<file path="config.mk">
export PLATFORM = sky130hd
export DESIGN_NAME = arm_fetch
export DESIGN_NICKNAME = d
export VERILOG_FILES = /design/src/rtl/arm_defs_pkg.sv /design/src/rtl/fetch_fifo.sv /design/src/rtl/arm_fetch.sv
export SDC_FILE = /design/constraint.sdc
export NUM_CORES = 1
export LEC_CHECK = 0
export CAP_MARGIN = 20
export CORE_AREA = 2 2 197 102
export CTS_CLUSTER_DIAMETER = 30
export DETAILED_ROUTE_END_ITERATION = 8
export DIE_AREA = 0 0 199 104
export PLACE_DENSITY = 0.77
export SLEW_MARGIN = 20
export SYNTH_ARGS = -nofsm -noshare
export SYNTH_HDL_FRONTEND = slang
export SYNTH_SLANG_ARGS = --single-unit
</file>
<file path="constraint.sdc">
create_clock -name clk -period 6.17 [get_ports clk]
set_input_delay 1.234 -clock clk [delete_from_list [all_inputs] [get_ports clk]]
set_output_delay 1.234 -clock clk [all_outputs]
set_load 0.03 [all_outputs]
</file>
<file path="src/rtl/arm_defs_pkg.sv">
`default_nettype none
// ============================================================================
// Module      : arm_defs (package)
// Description : Shared core definitions: decode constants, fetch FSM state
//               encoding, prefetch depth and machine word size.
// Revision    : 1.0 - initial release
// ============================================================================
package arm_defs;

    // Decode constants
    localparam logic [3:0] c_COND_AL = 4'hE;   // "always" condition code
    localparam logic [3:0] c_REG_PC  = 4'd15;  // r15 is the program counter

    // Machine word size in bytes; sequential fetch advances by this much
    localparam int unsigned c_WORD_BYTES = 4;

    // Prefetch buffer geometry
    localparam int unsigned c_FETCH_DEPTH   = 2;
    localparam int unsigned c_FETCH_ENTRY_W = 64;   // {pc, inst}

    // Fetch FSM state encoding
    localparam logic [1:0] c_FETCH_IDLE  = 2'd0;
    localparam logic [1:0] c_FETCH_REQ   = 2'd1;
    localparam logic [1:0] c_FETCH_FLUSH = 2'd2;

    // Force an address onto a word boundary
    function automatic logic [31:0] word_align(input logic [31:0] addr);
        return {addr[31:2], 2'b00};
    endfunction

endpackage
`default_nettype wire

</file>
<file path="src/rtl/fetch_fifo.sv">
`default_nettype none
// ============================================================================
// Module      : fetch_fifo
// Description : Small prefetch FIFO of {pc, inst} entries with push, pop and
//               a single-cycle flush. Head entry is always visible.
// Ports       : clk, rst        - clock, asynchronous active-high reset
//               push, push_data - write an entry (ignored when full)
//               pop             - retire the head entry (ignored when empty)
//               flush           - drop all entries; wins over push and pop
//               count           - number of stored entries
//               head            - oldest entry
// Revision    : 1.0 - initial release
// ============================================================================
module fetch_fifo
    import arm_defs::*;
#(
    parameter  int unsigned DEPTH = c_FETCH_DEPTH,
    parameter  int unsigned WIDTH = c_FETCH_ENTRY_W,
    localparam int unsigned CNT_W = $clog2(DEPTH + 1),
    localparam int unsigned PTR_W = (DEPTH > 1) ? $clog2(DEPTH) : 1
) (
    input  logic             clk,
    input  logic             rst,
    input  logic             push,
    input  logic [WIDTH-1:0] push_data,
    input  logic             pop,
    input  logic             flush,
    output logic [CNT_W-1:0] count,
    output logic [WIDTH-1:0] head
);

    logic [WIDTH-1:0] r_mem [DEPTH];
    logic [PTR_W-1:0] r_rd_ptr;
    logic [PTR_W-1:0] r_wr_ptr;
    logic [CNT_W-1:0] r_count;

    logic w_do_pop;
    logic w_do_push;

    function automatic logic [PTR_W-1:0] ptr_inc(input logic [PTR_W-1:0] p);
        return (p == PTR_W'(DEPTH - 1)) ? '0 : p + PTR_W'(1);
    endfunction

    // A full buffer still accepts a push when the head leaves the same cycle.
    assign w_do_pop  = pop & (r_count != '0);
    assign w_do_push = push & ((r_count != CNT_W'(DEPTH)) | w_do_pop);

    always_ff @(posedge clk or posedge rst) begin
        if (rst) begin
            r_rd_ptr <= '0;
            r_wr_ptr <= '0;
            r_count  <= '0;
            for (int i = 0; i < int'(DEPTH); i++) begin
                r_mem[i] <= '0;
            end
        end else if (flush) begin
            r_rd_ptr <= '0;
            r_wr_ptr <= '0;
            r_count  <= '0;
        end else begin
            if (w_do_push) begin
                r_mem[r_wr_ptr] <= push_data;
                r_wr_ptr        <= ptr_inc(r_wr_ptr);
            end
            if (w_do_pop) begin
                r_rd_ptr <= ptr_inc(r_rd_ptr);
            end
            case ({w_do_push, w_do_pop})
                2'b10:   r_count <= r_count + CNT_W'(1);
                2'b01:   r_count <= r_count - CNT_W'(1);
                default: r_count <= r_count;
            endcase
        end
    end

    assign count = r_count;
    assign head  = r_mem[r_rd_ptr];

endmodule
`default_nettype wire

</file>
<file path="src/rtl/arm_fetch.sv">
`default_nettype none
// ============================================================================
// Module      : arm_fetch
// Description : Instruction fetch unit. Issues one word read at a time into
//               a small prefetch buffer and presents the head to the decoder.
//               A redirect flushes the buffer and restarts at the target; an
//               in-flight read is allowed to finish and its data is dropped.
// Ports       : clk, rst                 - clock, async active-high reset
//               mem_req/addr/ack/rdata   - instruction memory read port
//               inst/inst_pc/inst_valid  - head instruction to decoder
//               inst_ready               - decoder consumes head this cycle
//               redirect/redirect_pc     - taken branch and its target
// Revision    : 1.0 - initial release
// ============================================================================
module arm_fetch
    import arm_defs::*;
#(
    parameter logic [31:0] RESET_PC = 32'h0000_0000,
    parameter int unsigned DEPTH    = c_FETCH_DEPTH
) (
    input  logic        clk,
    input  logic        rst,
    output logic        mem_req,
    output logic [31:0] mem_addr,
    input  logic        mem_ack,
    input  logic [31:0] mem_rdata,
    output logic [31:0] inst,
    output logic [31:0] inst_pc,
    output logic        inst_valid,
    input  logic        inst_ready,
    input  logic        redirect,
    input  logic [31:0] redirect_pc
);

    localparam int unsigned CNT_W = $clog2(DEPTH + 1);

    logic [1:0]       r_state;
    logic [1:0]       w_state_next;
    logic [31:0]      r_fetch_pc;
    logic [31:0]      r_req_addr;   // address of the read in flight

    logic             w_push;
    logic             w_pop;
    logic             w_flush;
    logic [CNT_W-1:0] w_count;
    logic [63:0]      w_head;
    logic             w_has_room;

    assign w_has_room = (w_count < CNT_W'(DEPTH));

    // ---------------------------------------------------------------- state
    always_ff @(posedge clk or posedge rst) begin
        if (rst) begin
            r_state <= c_FETCH_IDLE;
        end else begin
            r_state <= w_state_next;
        end
    end

    // ----------------------------------------------------------- next state
    always_comb begin
        w_state_next = r_state;
        case (r_state)
            c_FETCH_IDLE: begin
                if (!redirect && w_has_room) begin
                    w_state_next = c_FETCH_REQ;
                end
            end
            c_FETCH_REQ: begin
                // The bus cannot abort a read, so an un-acked redirect waits
                // out the old transfer in FLUSH.
                if (mem_ack) begin
                    w_state_next = c_FETCH_IDLE;
                end else if (redirect) begin
                    w_state_next = c_FETCH_FLUSH;
                end
            end
            c_FETCH_FLUSH: begin
                if (mem_ack) begin
                    w_state_next = c_FETCH_IDLE;
                end
            end
            default: w_state_next = c_FETCH_IDLE;
        endcase
    end

    // -------------------------------------------------------------- outputs
    always_comb begin
        mem_req  = (r_state == c_FETCH_REQ) || (r_state == c_FETCH_FLUSH);
        mem_addr = (r_state == c_FETCH_IDLE) ? r_fetch_pc : r_req_addr;
        w_push   = (r_state == c_FETCH_REQ) && mem_ack && !redirect;
        w_flush  = redirect;
        w_pop    = inst_valid && inst_ready && !redirect;
    end

    // ------------------------------------------------------ fetch addresses
    always_ff @(posedge clk or posedge rst) begin
        if (rst) begin
            r_fetch_pc <= RESET_PC;
            r_req_addr <= RESET_PC;
        end else begin
            if (redirect) begin
                r_fetch_pc <= word_align(redirect_pc);
            end else if (w_push) begin
                r_fetch_pc <= r_fetch_pc + 32'(c_WORD_BYTES);
            end
            // Freeze the issued address so a redirect cannot disturb it.
            if (r_state == c_FETCH_IDLE && w_state_next == c_FETCH_REQ) begin
                r_req_addr <= r_fetch_pc;
            end
        end
    end

    // ------------------------------------------------------ prefetch buffer
    fetch_fifo #(
        .DEPTH (DEPTH),
        .WIDTH (c_FETCH_ENTRY_W)
    ) u_fifo (
        .clk       (clk),
        .rst       (rst),
        .push      (w_push),
        .push_data ({r_req_addr, mem_rdata}),
        .pop       (w_pop),
        .flush     (w_flush),
        .count     (w_count),
        .head      (w_head)
    );

    assign inst_valid = (w_count != '0);
    assign inst_pc    = w_head[63:32];
    assign inst       = w_head[31:0];

endmodule
`default_nettype wire

</file>
==> summary.md <==
| Metric | Value |
|---|---|
| Post-Route Skew | about 0.013 ns |
| Synth Flop Type | dfrtp_1 |
| Async S/R FF share, synth | 1.00 |
| Outcome | finished, final reports clean |
| Share of post-route cells with drive strength above 1 | 0.355 |
| Drt first pass iters | 4 |
| Die Area | 20700 sq um |
| RSZ-0062 raised after global routing | no |
| Ant. Diodes | 0 |
| CTS Root Cell | clkbuf_16 |
| Row cnt | 36 |
| Post-synth top area share | 0.529 |
| Most frequent cells in the layout | mux2_2, dfrtp_1, clkdlybuf4s50_1 |
| Final Critical Period | roughly 4.4 ns |
| Leading cell type in the layout, fill and taps excluded | mux2_2 |
| Post-DRT Antenna Nets | 0 |
| Sequential share of the synthesized area | 0.529 |
| Initial DRC Count | ~330 |
| Mapped Area | around 9000 sq um |
| Min-Delay Path Class | reg -> reg |
| PD cells | 529 nW/um^2 |
| Hold Slack | 0.503 ns |
| Routed WL | 20.8 mm |
| Crit path DAT | 3.14 ns |
| CTS H-tree lvls | 4 |
| Max FO, Critical Path | 18 |
| Worst-margin pin slew | 1.09 ns |
| Final RePlAce weighted congestion | 0.766 |
| I/O pins | ~170 |
| Static leakage power | 4.77 nW |
| Largest net degree at the start of global routing | 191 |
| Final Slew Violations | 0 |
| Synth top area cells | dfrtp_1, mux2_2, nand2_1 |
| WL per Instance | 18.7 microns |
| Number of synthesized flops with an enable pin | 0 |
| Seq cells post-synth | 190 |
| CTS Buf Count | 17 |
| Crit end category | output pin |
| Total power | between 0.006 and 0.007 W |
| Ys Warns | 0 |
| CTS tree | done |
| Post-CTS Hold Fix Bufs | 0 |
| Initial Utilization | 0.472 |
| CP Launch Type | register |
| Clk sinks | 190 |
| Netlist cell types | 50 |
| DIE WIDTH | 199 microns |
| Final hold violation count | 0 |
| Highest clock rate | ~230 MHz |
| I/O Buffers | 160 |
| Worst VDD drop | 0.292 mV |
| Max Cap Violations | 0 |
| Mean post-synth cell area | 13.1 sq um |
| Post-CTS sizing | 0 |
| Period utilization | 0.709 |
| Vias in the first global route | 5940 |
| Gate Count Post-Synth | 687 |
| Vias per inst | 5.34 |
| Final setup viols | 0 |
| Required @ worst endpoint | 4.94 ns |
| Worst-path clk slew | approximately 0.070 ns |
| Cell taking the most area after synthesis | dfrtp_1 |
| Setup bufs post-CTS | 0 |
| Core Area | 19100 sq um |
| Global-route wire length before repair | 33.0 mm |
| Die Y | 104 microns |
| Overflow left after global routing | 0 |
| Slew HR | 0.276 |
| Bufs on Longest Clock Path | 2 |
| Crit path kind | reg -> out |
| Nets | 904 |
| Initial antenna violation count | 0 |
| Setup tns final | 0 ns |
| Fillers | about 1500 |
| DR DRC count | 0 |
| P&R area growth vs syn | 26.8% |
| GRT Total Usage | 0.206 |
| Clk Latency, worst-skew pair | 0.43 ns |
| DPL Wire Length | 13.7 mm |
| Via count | 5917 |
## logic make-up (layout without fill, tap and decap cells)
kind of cell	after synthesis	after routing	synth area share
multiplexers	247	247	0.309
flip-flops	190	190	0.529
AND/OR/NAND/NOR	117	117	0.0695
buffers and inverters	58	211	0.0322
AO/OA/AOI/OAI	55	55	0.0393
XOR/XNOR	14	14	0.0136
adder cells (fa/ha/maj)	5	5	0.00696
other	1	4	0.000417
## metal layers
metal  share of wire  GRT usage  up-vias
met4          0.0041     0.0368        0
met3           0.044     0.0451        8
met1            0.55      0.337     3002
met5               0          0        -
li1                -          -     2770
met2            0.41      0.276      137
## worst max-delay path, stage by stage (launching register included)
cell and delay, ns:
dfrtp_1 0.44, inv_1 0.11, ha_1 0.72, buf_4 0.43, mux2_2 0.41, clkdlybuf4s50_1 0.60
## cell usage after synthesis (2+ instances only)
library cell and count:
and3_1 5, nand2_1 31, nor2_1 23, a31o_2 2, buf_2 15, dfrtp_1 190
nand4_1 13, mux2_2 246, or3_1 3, and4_1 4, a31oi_1 13, o31ai_1 6
ha_1 5, buf_4 5, nand2b_1 2, xnor2_1 4, nand3_1 9, a21oi_1 4
buf_6 2, xor2_1 10, nor3_1 4, dlygate4sd1_1 3, inv_1 10, buf_1 2
o21ai_0 20, o41ai_1 2, or2_2 2, or4_1 8, nor4_1 4, clkbuf_1 20
## area by class of cell
class | count | area, sq um | area share
Inverter | 10 | 41.3 | 0.00362
Multi-Input combinational cell | 442 | 3970 | 0.348
Clock inverter | 14 | 149 | 0.0131
Sequential cell | 190 | 4760 | 0.417
Clock buffer | 18 | 439 | 0.0385
Tap cell | 266 | 333 | 0.0292
Timing Repair Buffer | 169 | 1710 | 0.150
## final timing paths
check / startpoint / to / slack, ns / depth (start not counted)
min: u_fifo.r_mem[10] / u_fifo.r_mem[10] / 0.50 / 1
max: r_state[0] / mem_addr[30] / 1.79 / 5
min in group asynchronous: rst / u_fifo.r_mem[57] / 1.22 / 3
max reg2reg: r_state[0] / r_req_addr[4] / 2.65 / 6
min reg2reg: u_fifo.r_mem[10] / u_fifo.r_mem[10] / 0.50 / 1
max in group asynchronous: rst / u_fifo.r_mem[45] / 3.96 / 4
## metrics by stage
stage                     setup slack, ns  area, sq um  utilization  std cells
after floorplan                      2.49         9000            -        690
after global placement               1.78        10800        0.565       1075
after detailed placement             1.75        10800        0.565       1075
after CTS                            1.73        11300        0.596       1107
after global routing                 1.61        11400        0.598       1109
final                                1.79        11400        0.598       1109
## report_power, final
group | internal, W | leakage (nW) | switching (W) | total (W)
Combinational | 0.00143 | 2.15 | 0.00140 | 0.00283
Clock | 0.000585 | 0.289 | 0.000522 | 0.00111
Sequential | 0.00175 | 2.33 | 0.000335 | 0.00209
## state kept, by name, summed over array words and instances (netlist names)
name             cells
u_fifo.r_mem       124
r_fetch_pc          30
r_req_addr          30
r_state              2
u_fifo.count         2
u_fifo.r_rd_ptr      1
u_fifo.r_wr_ptr      1
Power figures use the tool's default switching activity.
